--- config.mk ---
export PLATFORM = sky130hd
export DESIGN_NAME = bool_sweep_ctrl
export DESIGN_NICKNAME = d
export VERILOG_FILES = /design/src/rtl/bool_sweep_ctrl.sv
export SDC_FILE = /design/constraint.sdc
export NUM_CORES = 1
export LEC_CHECK = 0
export BUFFER_PORTS_ARGS = -buffer_cell sky130_fd_sc_hd__buf_4
export CORE_ASPECT_RATIO = 1.2
export CORE_MARGIN = 2
export CORE_UTILIZATION = 35
export CTS_CLUSTER_SIZE = 28
export DETAILED_ROUTE_END_ITERATION = 7
export PLACE_DENSITY = 0.63
export SYNTH_ARGS = -nofsm -noshare
export SYNTH_HDL_FRONTEND = slang
export SYNTH_SLANG_ARGS = --single-unit
--- constraint.sdc ---
create_clock -name clk -period 2.5 [get_ports clk]
set_clock_uncertainty 0.1 [all_clocks]
set_input_delay 0.5 -clock clk [delete_from_list [all_inputs] [get_ports clk]]
set_output_delay 0.5 -clock clk [all_outputs]
set_load 0.02 [all_outputs]
--- src/rtl/bool_sweep_ctrl.sv ---
// Sweeps all 16 input vectors through a 4-input boolean evaluator.
// Captures the truth table and compares it against an expected mask.
module bool_sweep_ctrl #(
    parameter int unsigned SETTLE = 1
) (
    input  logic        clk,
    input  logic        rst,
    input  logic        start,
    input  logic        abort,
    input  logic [15:0] expected,
    output logic [3:0]  eval_in,
    input  logic        eval_out,
    output logic        busy,
    output logic        done,
    output logic [15:0] truth,
    output logic [4:0]  ones_cnt,
    output logic        mismatch,
    output logic [3:0]  first_fail
);

    typedef enum logic [1:0] {IDLE, HOLD, SAMPLE, FINISH} state_t;

    localparam logic [3:0] SETTLE_LAST = 4'(SETTLE - 1);

    state_t      state_q;
    logic [3:0]  idx_q;
    logic [3:0]  cnt_q;
    logic [15:0] exp_q;
    logic [15:0] truth_q;
    logic [4:0]  ones_q;
    logic        mism_q;
    logic [3:0]  ff_q;
    logic        busy_q;
    logic        done_q;
    logic [3:0]  ein_q;

    logic        fail_d;
    logic [3:0]  idx_d;

    assign fail_d = (eval_out != exp_q[idx_q]);
    assign idx_d  = idx_q + 4'd1;

    always_ff @(posedge clk) begin
        if (rst) begin
            state_q <= IDLE;
            idx_q   <= '0;
            cnt_q   <= '0;
            exp_q   <= '0;
            truth_q <= '0;
            ones_q  <= '0;
            mism_q  <= 1'b0;
            ff_q    <= '0;
            busy_q  <= 1'b0;
            done_q  <= 1'b0;
            ein_q   <= '0;
        end else begin
            done_q <= 1'b0;
            case (state_q)
                IDLE: begin
                    if (start) begin
                        exp_q   <= expected;
                        idx_q   <= '0;
                        cnt_q   <= '0;
                        truth_q <= '0;
                        ones_q  <= '0;
                        mism_q  <= 1'b0;
                        ff_q    <= '0;
                        busy_q  <= 1'b1;
                        ein_q   <= '0;
                        state_q <= HOLD;
                    end
                end
                HOLD: begin
                    if (abort) begin
                        state_q <= IDLE;
                        busy_q  <= 1'b0;
                        ein_q   <= '0;
                        truth_q <= '0;
                        ones_q  <= '0;
                        mism_q  <= 1'b0;
                        ff_q    <= '0;
                    end else if (cnt_q == SETTLE_LAST) begin
                        state_q <= SAMPLE;
                    end else begin
                        cnt_q <= cnt_q + 4'd1;
                    end
                end
                SAMPLE: begin
                    if (abort) begin
                        state_q <= IDLE;
                        busy_q  <= 1'b0;
                        ein_q   <= '0;
                        truth_q <= '0;
                        ones_q  <= '0;
                        mism_q  <= 1'b0;
                        ff_q    <= '0;
                    end else begin
                        truth_q[idx_q] <= eval_out;
                        if (eval_out) begin
                            ones_q <= ones_q + 5'd1;
                        end
                        // Only the lowest failing vector is kept
                        if (fail_d && !mism_q) begin
                            mism_q <= 1'b1;
                            ff_q   <= idx_q;
                        end
                        if (idx_q == 4'd15) begin
                            state_q <= FINISH;
                            busy_q  <= 1'b0;
                            done_q  <= 1'b1;
                            ein_q   <= '0;
                        end else begin
                            idx_q   <= idx_d;
                            ein_q   <= idx_d;
                            cnt_q   <= '0;
                            state_q <= HOLD;
                        end
                    end
                end
                FINISH: begin
                    state_q <= IDLE;
                end
                default: begin
                    state_q <= IDLE;
                end
            endcase
        end
    end

    assign eval_in    = ein_q;
    assign busy       = busy_q;
    assign done       = done_q;
    assign truth      = truth_q;
    assign ones_cnt   = ones_q;
    assign mismatch   = mism_q;
    assign first_fail = ff_q;

endmodule

Word level (Yosys, flattened, before mapping)
Index checks and enable logic that the tools add are counted.
- add/sub/neg operators: 3
- $lt $le $gt $ge: 2
- equality and inequality tests: 15
- muxes and demuxes: 46
- bitwise logic cells: 1
- reductions and logical operators: 16
- operators by type and width (cell ; number):
    $mux W16 ; 3
    $mux W4 ; 12
    $pmux W16 S3 ; 1
    $pmux W4 S3 ; 3
    $mux W5 ; 4
    $bwmux W16 ; 1
    $reduce_and A4 Y1 ; 4
    $pmux W5 S3 ; 1
    $ne A2 B2 Y1 const B ; 6
    $ne A3 B3 Y1 const B ; 4
    $mux W1 ; 10
    $mux W2 ; 5
    $add A4 B1 Y4 const B ; 2
    $pmux W2 S4 ; 1
    $pmux W4 S2 ; 1
    $pmux W1 S3 ; 2
    $reduce_and A6 Y1 ; 1
    $add A5 B1 Y5 const B ; 1
    $lt A4 B5 Y1 const B ; 1
    $bmux W1 S4 ; 1
    $demux W1 S4 ; 1
    $eq A2 B2 Y1 const B ; 2
    $eq A4 B4 Y1 const B ; 1
    $ge A4 B1 Y1 const B ; 1
    other kinds (12) ; 14
- register bits after elaboration: 58
- input bits: 21
- word-level logic and storage cells: 94

Depth between registers and ports, before layout
- depth after elaboration: 7
- depth in mapped cells: 9
- mapped depth without buffers: 7

Worst setup path before layout
OpenSTA, ideal clock, no wires.
- path type: flip-flop to flip-flop
- start point: reg state_q[0]
- end point: reg truth_q[11] (netlist: truth[11])
- setup time: 70 ps
- arrival time: 1881 ps
- slack: 449 ps
- cell stages (with the launch flop): 9
- path through: dfxtp_1 inv_1 ha_1 nor2b_4 or3_4 nor3_4 buf_6 nand3_1 a21oi_1
- cells in the longest elaborated chain, start to end: 3
- elaborated cells on any way between the ends: 8
- those cells by class: eq/ne (4); mux (1); reduce/logical (3)
- ends and longest elaborated chain (what ; RTL line ; source):
    start: declaration ; 25 ; state_t state_q;
    start signal: assignment ; 45 ; state_q <= IDLE;
    start signal: assignment ; 70 ; state_q <= HOLD;
    start signal: assignment ; 75 ; state_q <= IDLE;
    $eq A2 B1 Y1, or another cell as far along ; 58 ; case (state_q)
    $ne A2 B2 Y1 (no source line) / $reduce_bool A3 Y1 (equally long branches) ; n/a ;
    $reduce_and A3 Y1 (no source line) ; n/a ;
    end signal: indexed assignment ; 98 ; truth_q[idx_q] <= eval_out;
    end: declaration ; 29 ; logic [15:0] truth_q;
Parallel ways exist; a longest one is shown, timed or not.
A chain may end at the register's enable or synchronous reset.

Worst setup path in the final report
- start point: reg idx_q[0]
- end point: reg ff_q[3] (netlist: first_fail[3])
- cells in the longest elaborated chain, start to end: 6
- ends and longest elaborated chain (what ; RTL line ; source):
    start: declaration ; 26 ; logic [3:0] idx_q;
    start signal: assignment ; 113 ; idx_q <= idx_d;
    $bmux W1 S4 ; 40 ; assign fail_d = (eval_out != exp_q[idx_q]);
    $mux W1 (implied by the code) ; 40 ;
    $ne A1 B1 Y1 ; 40 ;
    $logic_and A1 B1 Y1 ; 103 ; if (fail_d && !mism_q) begin
    $ne A3 B3 Y1 (no source line) ; n/a ;
    $reduce_and A4 Y1 (no source line) ; n/a ;
    end signal: assignment ; 105 ; ff_q <= idx_q;
    end: declaration ; 32 ; logic [3:0] ff_q;
Every way passes these cells. The select of a mux whose other input is x is not followed.

==> flow_summary.json <==
{
  "setup_violations": 0,
  "syn-num-nets": 389,
  "drtPass1Iterations": 5,
  "h-tree-depth": 3,
  "finalSetupTns_ns": 0,
  "die_w_um": 88.2,
  "cts_resized": 0,
  "switching_share": 0.276,
  "hp-class": "input port to register",
  "ys_types": 53,
  "core-area_um2": 8200,
  "postSynthAreaPerCell_um2": 8.34,
  "fin_crit_sh": 0.946,
  "maxSlewViolCount": 0,
  "nFillCells": 855,
  "grt_pass1_vias": 2437,
  "max_freq_mhz": 423,
  "cap_violations": 0,
  "wl_per_cell_um": 13.7,
  "ys_ff_latch": 58,
  "synth-edff-count": 0,
  "switchingPower_uw": 599,
  "hold_violations": 0,
  "holdBufCountCts": 0,
  "post-place-ws_ns": 0.127,
  "area.sequential_um2": 1160,
  "crit_required_ns": 2.67,
  "cts.clk_slew.worst_paths_ns": 0.07,
  "totalWireLength_mm": 7.14,
  "outcome": "finished, final reports clean",
  "yosys_warnings": 0,
  "whs_ns": 0.293,
  "clock-sinks": 58,
  "cp-start-kind": "register",
  "drtAntennaViolNets": 0,
  "antenna_cells": 0,
  "grt_overflow_total": 0,
  "cts_tree": "yes",
  "powerDensity_nw_per_um2": 596,
  "ff2ff_setup_slack_ns": 0.13,
  "gp_congestion": 0.784,
  "numCtsBuffers": 9,
  "use_met2": 0.251,
  "syn_area_um2": 2980,
  "root_buffer": "clkbuf_8",
  "area_delta_synth_final_pct": 22.0,
  "clk_path_buf_depth": 2,
  "synthCells": 357,
  "vias_per_cell": 5.12,
  "grt_setup_unrepaired": "no",
  "post_cts_buffers": 0,
  "tightest_slew_ns": 0.695,
  "comb_power_share": 0.148,
  "nets": 433,
  "grt_pass1_wl_mm": 11.8,
  "peakVddDrop_v": 0.000336,
  "layout-drive-gt1-share": 0.222,
  "antenna_found_initial": 0,
  "synth-async-reset-ratio": 0,
  "use_met3": 0.0395,
  "slew_headroom": 0.536,
  "grt.busiest_layer": "met2",
  "arrival_ns": 2.53,
  "worstPathMaxFanout": 11,
  "clkLatencyLatePin_ns": 0.35,
  "fp.dieH_um": 105,
  "fin_util": 0.443,
  "path_class": "register to register",
  "ioPinCount": 53,
  "gr-usage-met1": 0.212,
  "seq_power_share": 0.452,
  "portBuffers": 52,
  "hpwl_mm": 4.99,
  "vias": 2664,
  "leakage_uw": 0.00142,
  "start_util": 0.363,
  "multi_input_area_um2": 1650,
  "clockPowerShare": 0.400,
  "period_needed_ns": 2.37,
  "yosysSeqAreaShare": 0.390,
  "p_int_uw": 1570,
  "row_count": 36,
  "drc": 0,
  "grt_usage": 0.161,
  "setup_ws_ns": 0.135,
  "crit_path_end_kind": "register",
  "die_area_um2": 9260,
  "grt_max_degree": 59,
  "drtIter0Drc": 131,
  "ys.flop_type": "dfxtp_1"
}
==> final timing paths <==
| kind | startpoint | end | depth (start not counted) |
|---|---|---|---|
| worst max-delay path | idx_q[0] | first_fail[3] | 5 |
| worst min-delay path | expected[14] | exp_q[14] | 3 |
| worst max register to register | idx_q[0] | first_fail[3] | 5 |
| worst min register to register | exp_q[4] | exp_q[4] | 2 |
==> sequential cells by signal, indices dropped and copies added (netlist names) <==
signal	cells
eval_in	4
state_q	2
mismatch	1
first_fail	4
done	1
ones_cnt	5
exp_q	16
cnt_q	4
busy	1
idx_q	4
truth	16
==> through the flow <==
stage	cell area, um^2	cells	total power [uW]
3_3_place_gp	3440	504	1310
5_1_grt	3630	520	2260
4_1_cts	3630	520	2180
6_report	3630	520	2170
2_1_floorplan	2980	357	1220
3_5_place_dp	3440	504	1320
==> power groups by stage <==
stage	clock network, uW	logic (uW)	registers [uW]
floorplan	0	220	999
global placement	0	315	999
detailed placement	0	320	1000
CTS	878	322	979
global route	915	357	984
finish	868	320	979
==> critical path: stages (launching register included) <==
cell and delay (ns):
dfxtp_1 0.61, mux4_1 0.66, mux2i_4 0.23, mux2i_1 0.40, nand3_2 0.11, a211oi_2 0.18
==> layer usage <==
metal	wire length, um	up-vias	share of wire
met5	0	-	0
met4	129	0	0.018
met3	396	10	0.055
met2	3400	75	0.48
met1	3220	1236	0.45
li1	-	1343	-
==> synth_stat cells, types with 2 or more instances <==
master | count | area share
buf_1 | 3 | 0.0038
o21ai_1 | 4 | 0.0067
ha_1 | 11 | 0.046
nor3_4 | 2 | 0.011
a31oi_1 | 3 | 0.0063
nand2_1 | 46 | 0.058
mux4_1 | 2 | 0.018
xor2_1 | 3 | 0.0088
inv_1 | 9 | 0.011
nand3b_1 | 3 | 0.0076
xnor2_1 | 6 | 0.018
nor3b_1 | 4 | 0.010
clkbuf_1 | 16 | 0.020
mux4_2 | 2 | 0.015
o21ai_0 | 23 | 0.039
nand2b_1 | 3 | 0.0063
buf_6 | 2 | 0.0076
and2_1 | 6 | 0.013
mux2i_4 | 2 | 0.015
nand4_1 | 3 | 0.0063
clkbuf_2 | 3 | 0.0050
nor2_1 | 18 | 0.023
buf_2 | 2 | 0.0034
nor4_1 | 2 | 0.0042
a21oi_1 | 57 | 0.096
mux2_4 | 2 | 0.010
mux2i_1 | 4 | 0.013
nand3_1 | 27 | 0.045
dfxtp_1 | 58 | 0.39
nor2b_1 | 3 | 0.0063
nor3_1 | 6 | 0.010
==> cell type report <==
type                    instances  area share
multi-input cells             263       0.454
flip-flops and latches         58       0.320
repair buffers                 60       0.124
well taps                     114      0.0393
clock buffers                  11      0.0389
clock inverters                 5      0.0148
inverters                       9     0.00930
==> logic make-up (layout without fill, tap and decap cells) <==
group                    count (synthesis)  count (layout)  synth area share
XOR/XNOR                                 9               9            0.0265
adder cells (fa/ha/maj)                 11              11            0.0462
AO/OA/AOI/OAI                          101             101             0.187
flip-flops                              58              58             0.390
buffers and inverters                   36              85            0.0559
AND/OR/NAND/NOR                        130             130             0.223
multiplexers                            12              12            0.0714
==> layout by cell type (no fill, tap or decap), types with 6 or more instances in the layout <==
cell type	instances
nand3_1	27
ha_1	11
buf_4	60
clkbuf_8	10
o21ai_0	23
nand2_1	46
nor2_1	18
a21oi_1	57
dfxtp_1	58
and2_1	6
xnor2_1	6
inv_1	9
nor3_1	6
Power figures use the tool's default switching activity.
